File: config.mk
export PLATFORM = sky130hd
export DESIGN_NAME = spi_frame_sequencer
export DESIGN_NICKNAME = d
export VERILOG_FILES = /design/src/rtl/spi_seq_pkg.sv /design/src/rtl/spi_seq_timer.sv /design/src/rtl/spi_frame_sequencer.sv
export SDC_FILE = /design/constraint.sdc
export NUM_CORES = 1
export LEC_CHECK = 0
export BUFFER_PORTS_ARGS = -buffer_cell sky130_fd_sc_hd__clkbuf_2
export CORE_MARGIN = 4
export CORE_UTILIZATION = 35
export DETAILED_ROUTE_END_ITERATION = 12
export PLACE_DENSITY_LB_ADDON = 0.05
export SLEW_MARGIN = 40
export SYNTH_ARGS = -nofsm -noshare
export SYNTH_HDL_FRONTEND = slang
export SYNTH_SLANG_ARGS = --single-unit
File: constraint.sdc
create_clock -name CLK -period 2.2 [get_ports CLK]
set_clock_uncertainty 0.05 [all_clocks]
set_input_delay 0.11 -clock CLK [delete_from_list [all_inputs] [get_ports CLK]]
set_output_delay 0.11 -clock CLK [all_outputs]
set_load 0.05 [all_outputs]
File: src/rtl/spi_seq_pkg.sv
// Shared definitions for the SPI frame sequencer.
// Contents: sequencer state encoding, default gap/watchdog cycle counts,
// SPI byte width, and a helper that sizes a saturating counter.
package spi_seq_pkg;

  localparam int SPI_BYTE_W         = 8;
  localparam int DEF_GAP_CYCLES     = 100;
  localparam int DEF_TIMEOUT_CYCLES = 2000;

  typedef enum logic [2:0] {
    ST_IDLE    = 3'd0,
    ST_LOAD    = 3'd1,
    ST_XFER    = 3'd2,
    ST_RELEASE = 3'd3,
    ST_GAP     = 3'd4,
    ST_FIN     = 3'd5
  } seq_state_e;

  // Bits needed to hold values 0..max_val; never less than one bit so a
  // zero-length gap still yields a legal counter declaration.
  function automatic int cnt_width(input int max_val);
    return (max_val < 1) ? 1 : $clog2(max_val + 1);
  endfunction

endpackage

File: src/rtl/spi_seq_timer.sv
// Loadable saturating down-counter with a zero flag.
// Ports:
//   clk_i      - clock, rising edge
//   rst_ni     - asynchronous active-low reset (counter clears to 0)
//   load_i     - load load_val_i this cycle (wins over dec_i)
//   load_val_i - value to load
//   dec_i      - decrement by one, holding at zero
//   zero_o     - counter currently equals zero
module spi_seq_timer #(
  parameter int W = 8
) (
  input  logic         clk_i,
  input  logic         rst_ni,
  input  logic         load_i,
  input  logic [W-1:0] load_val_i,
  input  logic         dec_i,
  output logic         zero_o
);

  logic [W-1:0] cnt_q, cnt_d;

  always_comb begin
    cnt_d = cnt_q;
    if (load_i) begin
      cnt_d = load_val_i;
    end else if (dec_i && (cnt_q != '0)) begin
      cnt_d = cnt_q - 1'b1;
    end
  end

  always_ff @(posedge clk_i or negedge rst_ni) begin
    if (!rst_ni) begin
      cnt_q <= '0;
    end else begin
      cnt_q <= cnt_d;
    end
  end

  assign zero_o = (cnt_q == '0);

endmodule

File: src/rtl/spi_frame_sequencer.sv
// Multi-byte frame controller feeding a byte-level SPI master.
// Accepts a frame request of FRAME_LEN bytes, pulls TX bytes over a
// valid/ready stream, runs the master's per-byte START/END handshake,
// returns each received byte as a one-cycle pulse, spaces bytes by
// GAP_CYCLES idle cycles and aborts on a watchdog expiry.
// Ports:
//   CLK, RST_N                 - clock, async active-low reset
//   FRAME_START, FRAME_LEN     - frame request (sampled in IDLE only)
//   BUSY, DONE, ERR            - frame status (DONE pulse, ERR sticky)
//   TX_DATA, TX_VALID, TX_READY - byte source stream (ready only in LOAD)
//   RX_DATA, RX_VALID          - received byte and its one-cycle strobe
//   SPI_START_N, SPI_TX        - to master: run byte (low), byte to send
//   SPI_RX, SPI_END            - from master: received byte, byte done
module spi_frame_sequencer
  import spi_seq_pkg::*;
#(
  parameter int LEN_W          = 4,
  parameter int GAP_CYCLES     = DEF_GAP_CYCLES,
  parameter int TIMEOUT_CYCLES = DEF_TIMEOUT_CYCLES
) (
  input  logic                  CLK,
  input  logic                  RST_N,
  input  logic                  FRAME_START,
  input  logic [LEN_W-1:0]      FRAME_LEN,
  output logic                  BUSY,
  input  logic [SPI_BYTE_W-1:0] TX_DATA,
  input  logic                  TX_VALID,
  output logic                  TX_READY,
  output logic [SPI_BYTE_W-1:0] RX_DATA,
  output logic                  RX_VALID,
  output logic                  DONE,
  output logic                  ERR,
  output logic                  SPI_START_N,
  output logic [SPI_BYTE_W-1:0] SPI_TX,
  input  logic [SPI_BYTE_W-1:0] SPI_RX,
  input  logic                  SPI_END
);

  localparam int WD_W  = cnt_width(TIMEOUT_CYCLES);
  localparam int GAP_W = cnt_width(GAP_CYCLES);
  // Loading N-1 and stepping until zero spans exactly N cycles.
  localparam logic [WD_W-1:0]  WD_LOAD  = WD_W'(TIMEOUT_CYCLES - 1);
  localparam logic [GAP_W-1:0] GAP_LOAD = (GAP_CYCLES > 0) ? GAP_W'(GAP_CYCLES - 1) : '0;

  seq_state_e            state_q, state_d;
  logic [LEN_W-1:0]      bytes_left_q, bytes_left_d;
  logic                  err_q, err_d;
  logic                  start_n_q, start_n_d;
  logic [SPI_BYTE_W-1:0] spi_tx_q, spi_tx_d;
  logic [SPI_BYTE_W-1:0] rx_data_q, rx_data_d;
  logic                  rx_valid_q, rx_valid_d;

  logic wd_load, wd_dec, wd_zero;
  logic gap_load, gap_dec, gap_zero;

  spi_seq_timer #(.W(WD_W)) u_wd_timer (
    .clk_i      (CLK),
    .rst_ni     (RST_N),
    .load_i     (wd_load),
    .load_val_i (WD_LOAD),
    .dec_i      (wd_dec),
    .zero_o     (wd_zero)
  );

  spi_seq_timer #(.W(GAP_W)) u_gap_timer (
    .clk_i      (CLK),
    .rst_ni     (RST_N),
    .load_i     (gap_load),
    .load_val_i (GAP_LOAD),
    .dec_i      (gap_dec),
    .zero_o     (gap_zero)
  );

  always_comb begin
    state_d      = state_q;
    bytes_left_d = bytes_left_q;
    err_d        = err_q;
    start_n_d    = start_n_q;
    spi_tx_d     = spi_tx_q;
    rx_data_d    = rx_data_q;
    rx_valid_d   = 1'b0;
    wd_load      = 1'b0;
    wd_dec       = 1'b0;
    gap_load     = 1'b0;
    gap_dec      = 1'b0;

    unique case (state_q)
      ST_IDLE: begin
        if (FRAME_START) begin
          if (FRAME_LEN != '0) begin
            bytes_left_d = FRAME_LEN;
            err_d        = 1'b0;
            state_d      = ST_LOAD;
          end else begin
            // Empty frame is a caller error: report it without touching SPI.
            err_d   = 1'b1;
            state_d = ST_FIN;
          end
        end
      end
      ST_LOAD: begin
        if (TX_VALID) begin
          spi_tx_d  = TX_DATA;
          start_n_d = 1'b0;
          wd_load   = 1'b1;
          state_d   = ST_XFER;
        end
      end
      ST_XFER: begin
        wd_dec = 1'b1;
        // A completed byte beats a same-cycle watchdog expiry.
        if (SPI_END) begin
          rx_data_d  = SPI_RX;
          rx_valid_d = 1'b1;
          start_n_d  = 1'b1;
          if (bytes_left_q != '0) begin
            bytes_left_d = bytes_left_q - 1'b1;
          end
          wd_load = 1'b1;
          state_d = ST_RELEASE;
        end else if (wd_zero) begin
          start_n_d = 1'b1;
          err_d     = 1'b1;
          state_d   = ST_FIN;
        end
      end
      ST_RELEASE: begin
        wd_dec = 1'b1;
        if (!SPI_END) begin
          if (bytes_left_q == '0) begin
            state_d = ST_FIN;
          end else if (GAP_CYCLES == 0) begin
            state_d = ST_LOAD;
          end else begin
            gap_load = 1'b1;
            state_d  = ST_GAP;
          end
        end else if (wd_zero) begin
          start_n_d = 1'b1;
          err_d     = 1'b1;
          state_d   = ST_FIN;
        end
      end
      ST_GAP: begin
        gap_dec = 1'b1;
        if (gap_zero) begin
          state_d = ST_LOAD;
        end
      end
      ST_FIN: begin
        state_d = ST_IDLE;
      end
      default: begin
        state_d = ST_IDLE;
      end
    endcase
  end

  always_ff @(posedge CLK or negedge RST_N) begin
    if (!RST_N) begin
      state_q      <= ST_IDLE;
      bytes_left_q <= '0;
      err_q        <= 1'b0;
      start_n_q    <= 1'b1;
      spi_tx_q     <= '0;
      rx_data_q    <= '0;
      rx_valid_q   <= 1'b0;
    end else begin
      state_q      <= state_d;
      bytes_left_q <= bytes_left_d;
      err_q        <= err_d;
      start_n_q    <= start_n_d;
      spi_tx_q     <= spi_tx_d;
      rx_data_q    <= rx_data_d;
      rx_valid_q   <= rx_valid_d;
    end
  end

  // Status outputs decode the state directly so they follow an
  // asynchronous reset in the same cycle.
  assign BUSY        = (state_q != ST_IDLE);
  assign TX_READY    = (state_q == ST_LOAD);
  assign DONE        = (state_q == ST_FIN);
  assign ERR         = err_q;
  assign SPI_START_N = start_n_q;
  assign SPI_TX      = spi_tx_q;
  assign RX_DATA     = rx_data_q;
  assign RX_VALID    = rx_valid_q;

endmodule

==> flow_summary.json <==
{
  "outcome": "complete, no violations",
  "slew_headroom_pct": 60.35,
  "wl_um": 5641,
  "core_area_um2": 6350,
  "max_freq_mhz": 499.0,
  "peakVddDrop_mv": 0.3207,
  "p_int_mw": 1.199,
  "postPlaceCellArea_um2": 2708,
  "rr_endpoint": "u_gap_timer.cnt_q[6]$_DFFE_PN0P_",
  "timing.hold.worst.class": "input pin to flop",
  "power_frac_clock_pct": 41.2,
  "syn_area_um2": 2292,
  "tightest_slew_ns": 0.5919,
  "worst_hold_startpoint": "FRAME_START",
  "grt_usage_pct": 15.48,
  "postSynthCellCount": 242,
  "synth_top_area_cell": "dfrtp_1",
  "end_kind": "flop",
  "grt_pass1_wl_um": 9722,
  "initial_core_util_pct": 36.10,
  "clock_latency_ns": 0.29,
  "wl_met3_um": 216,
  "synth_top_area_share_pct": 46.94,
  "numCtsBuffers": 5,
  "whs_path_depth": 2,
  "grt_setup_unrepaired": "false",
  "dieArea_um2": 7908,
  "die_h_um": 88.93,
  "crit_arrival_ns": 2.13,
  "finalCritPeriodShare_pct": 91.09,
  "grt_overflow_total": 0,
  "cts_max_level": 2,
  "fillers": 610,
  "cp_max_fo": 7,
  "cpMaxStageDelayCell": "or3b_2",
  "finalSetupViolations": 0,
  "met1Wirelength_um": 2725,
  "layout_min_cycle_time_ns": 2.004,
  "power.switching_mw": 0.3361,
  "critical_path_buf_inv_count": 1,
  "worstPathRequired_ns": 2.33,
  "ctsResizeCount": 0,
  "cts_buffer_depth": 2,
  "p_comb_share_pct": 5.5,
  "synth_cell_types": 50,
  "powerDensity_nw_per_um2": 512.9,
  "fp-row-count": 29,
  "drt_pass1_iterations": 4,
  "grt_pass1_vias": 2090,
  "drv_slew": 0,
  "io-pin-count": 47,
  "synthesis.nets": 271,
  "stdcell_area_um2": 2994,
  "die_w_um": 88.93,
  "cts_root_buf": "clkbuf_8",
  "initialDrtViolationCount": 74,
  "yosys_warnings": 0,
  "worstSetupPathType": "flop to flop",
  "r2r-start": "bytes_left_q[0]$_DFFE_PN0P_",
  "power_mw": 1.536,
  "hpwlAfterDp_um": 4046,
  "nNetsFinal": 345,
  "portBuffers": 46,
  "synth_edf_count": 0,
  "slowest_delay_ns": 0.53,
  "postSynthAreaPerCell_um2": 9.472,
  "reg2reg_setup_slack_ns": 0.20,
  "seqPwrFrac_pct": 53.2,
  "cts_tree": "built",
  "yosysSeqAreaShare_pct": 48.09,
  "antenna_found_initial": 0,
  "highest_layer": "met4",
  "drc": 0,
  "num_vias": 2011,
  "grt_max_degree": 28,
  "wl_per_cell_um": 14.32,
  "ant_nets": 0,
  "hold_viol_final": 0,
  "p_sw_share_pct": 21.89,
  "cp_top_family": "simple AND/OR/NAND/NOR gates",
  "drive_gt1_share_pct": 26.18,
  "worstPathCellList": "inv_1 -> ha_1 -> or3b_2 -> nand4b_1 -> a21boi_0 -> o31ai_1",
  "reg2reg_depth": 6,
  "leakage_nw": 1.371,
  "holdPathEnd": "state_q[0]$_DFFE_PN0P_",
  "tns_ns": 0,
  "diodes": 0,
  "crit_path_start_kind": "flop",
  "vias_per_cell": 5.104,
  "ys_ff_latch": 44,
  "synth_ff_type": "dfrtp_1",
  "wl_met2_um": 2668,
  "clk_pin_slew_ns": 0.08,
  "area_growth_pct": 30.62,
  "async_reset_ff_share_pct": 100.0,
  "cts_sinks": 44,
  "place_congestion": 0.7964,
  "synth_area_leaders": "dfrtp_1 47%, nand2_1 5.4%, mux2_2 3.9%",
  "whs_ns": 0.07882,
  "maxCapViolCount": 0
}
-- synth_stat cells, types with 3 or more instances --
library cell  number
nand2_1           33
inv_1             11
and2_1             3
a21oi_1           10
nor3b_1            4
and3_1             4
nand4_1            3
mux2_2             8
nand3_1            8
nor2_1            12
o31ai_1            5
dfrtp_1           43
nand2b_1           3
nor4_1             5
nor3_1             8
nor2b_1            5
a31oi_1            3
clkbuf_1          10
or4_1              4
ha_1               4
o21ai_0           12
or3_1              9
-- power groups by stage --
stage          registers (mW)  logic [mW]  clock network [mW]
2_1_floorplan           0.836      0.0130                   0
3_3_place_gp            0.833      0.0633                   0
3_5_place_dp            0.833      0.0632                   0
4_1_cts                 0.817      0.0872               0.662
5_1_grt                 0.818      0.0962               0.702
6_report                0.817      0.0849               0.633
-- cell type report --
| class | count | area, um^2 | share of cell area [%] |
|---|---|---|---|
| clock buffers | 5 | 68.82 | 2.298 |
| multi-input cells | 176 | 1112 | 37.15 |
| well taps | 77 | 96.34 | 3.218 |
| repair buffers | 78 | 525.5 | 17.55 |
| inverters | 11 | 41.29 | 1.379 |
| clock inverters | 3 | 47.55 | 1.588 |
| flip-flops and latches | 44 | 1102 | 36.82 |
-- worst register-to-register path, cell delays in order (launching register included) --
cell and delay, ns:
dfrtp_1 0.41, inv_1 0.08, ha_1 0.21, or3b_2 0.53, nand4b_1 0.30, a21boi_0 0.22
o31ai_1 0.09
-- sequential cells by signal (all words and copies together) (netlist names) --
register           cells
state_q                3
RX_DATA                8
SPI_START_N            1
SPI_TX                 8
ERR                    1
u_wd_timer.cnt_q      11
u_gap_timer.cnt_q      7
bytes_left_q           4
RX_VALID               1
-- worst max-delay path by stage --
stage,startpoint,to,slack (ns),cells after the start
2_1_floorplan,state_q[0]$_DFFE_PN0P_,DONE,0.07,3
3_3_place_gp,bytes_left_q[0]$_DFFE_PN0P_,u_gap_timer.cnt_q[6]$_DFFE_PN0P_,0.26,6
3_5_place_dp,bytes_left_q[0]$_DFFE_PN0P_,u_gap_timer.cnt_q[6]$_DFFE_PN0P_,0.21,6
4_1_cts,bytes_left_q[0]$_DFFE_PN0P_,state_q[0]$_DFFE_PN0P_,0.20,6
5_1_grt,bytes_left_q[0]$_DFFE_PN0P_,u_gap_timer.cnt_q[6]$_DFFE_PN0P_,0.002,6
6_report,bytes_left_q[0]$_DFFE_PN0P_,u_gap_timer.cnt_q[6]$_DFFE_PN0P_,0.20,6
-- cell families after synthesis --
kind of cell             Yosys count  share of synthesized area, %
AO/OA/AOI/OAI                     48                         13.59
XOR/XNOR                           3                         1.146
adder cells (fa/ha/maj)            5                         2.620
buffers and inverters             22                         3.657
flip-flops                        44                         48.09
multiplexers                       9                         4.367
AND/OR/NAND/NOR                  111                         26.53
-- metrics by stage --
step | util [%] | cells | worst slack (ns)
2_1_floorplan | - | 242 | 0.06629
3_3_place_gp | 42.64 | 369 | 0.2597
3_5_place_dp | 42.64 | 369 | 0.2058
4_1_cts | 47.15 | 394 | 0.1958
5_1_grt | 47.15 | 394 | 0.002169
6_report | 47.15 | 394 | 0.1961
-- metal layers --
metal	vias to the layer above	global-route usage, %
li1	1026	-
met1	949	21.54
met2	34	24.70
met3	2	3.318
met4	0	3.709
met5	-	0
-- cell usage in the layout, fill, tap and decap left out, drive strengths merged, types with 2 or more instances in the layout --
| cell | synthesis | layout |
|---|---|---|
| or4 | 4 | 4 |
| nor2b | 5 | 5 |
| a21oi | 10 | 10 |
| o211ai | 2 | 2 |
| clkbuf | 10 | 51 |
| a211oi | 2 | 2 |
| and3 | 4 | 4 |
| nand2b | 3 | 3 |
| or3 | 9 | 9 |
| and2 | 3 | 3 |
| or3b | 2 | 2 |
| o41ai | 2 | 2 |
| nor2 | 12 | 12 |
| a31oi | 3 | 3 |
| a22o | 2 | 2 |
| dlygate4sd3 | 0 | 17 |
| nor3 | 8 | 8 |
| mux2 | 8 | 8 |
| clkinv | 0 | 2 |
| o31ai | 5 | 5 |
| inv | 11 | 11 |
| nor3b | 4 | 4 |
| o21ai | 13 | 13 |
| ha | 4 | 4 |
| nand4 | 3 | 3 |
| nand2 | 33 | 33 |
| xnor2 | 2 | 2 |
| dfrtp | 43 | 43 |
| buf | 1 | 15 |
| nand4b | 2 | 2 |
| nand3 | 8 | 8 |
| nor4 | 5 | 5 |
-- timing repair --
action / 4_1_cts / 5_1_grt
buffers inserted: 0 / 0
hold buffers: 17 / 0
endpoints found under the hold margin: 33 / 0
endpoints found under the setup margin: 0 / 1
No activity file was read; power rests on OpenSTA's default activity.
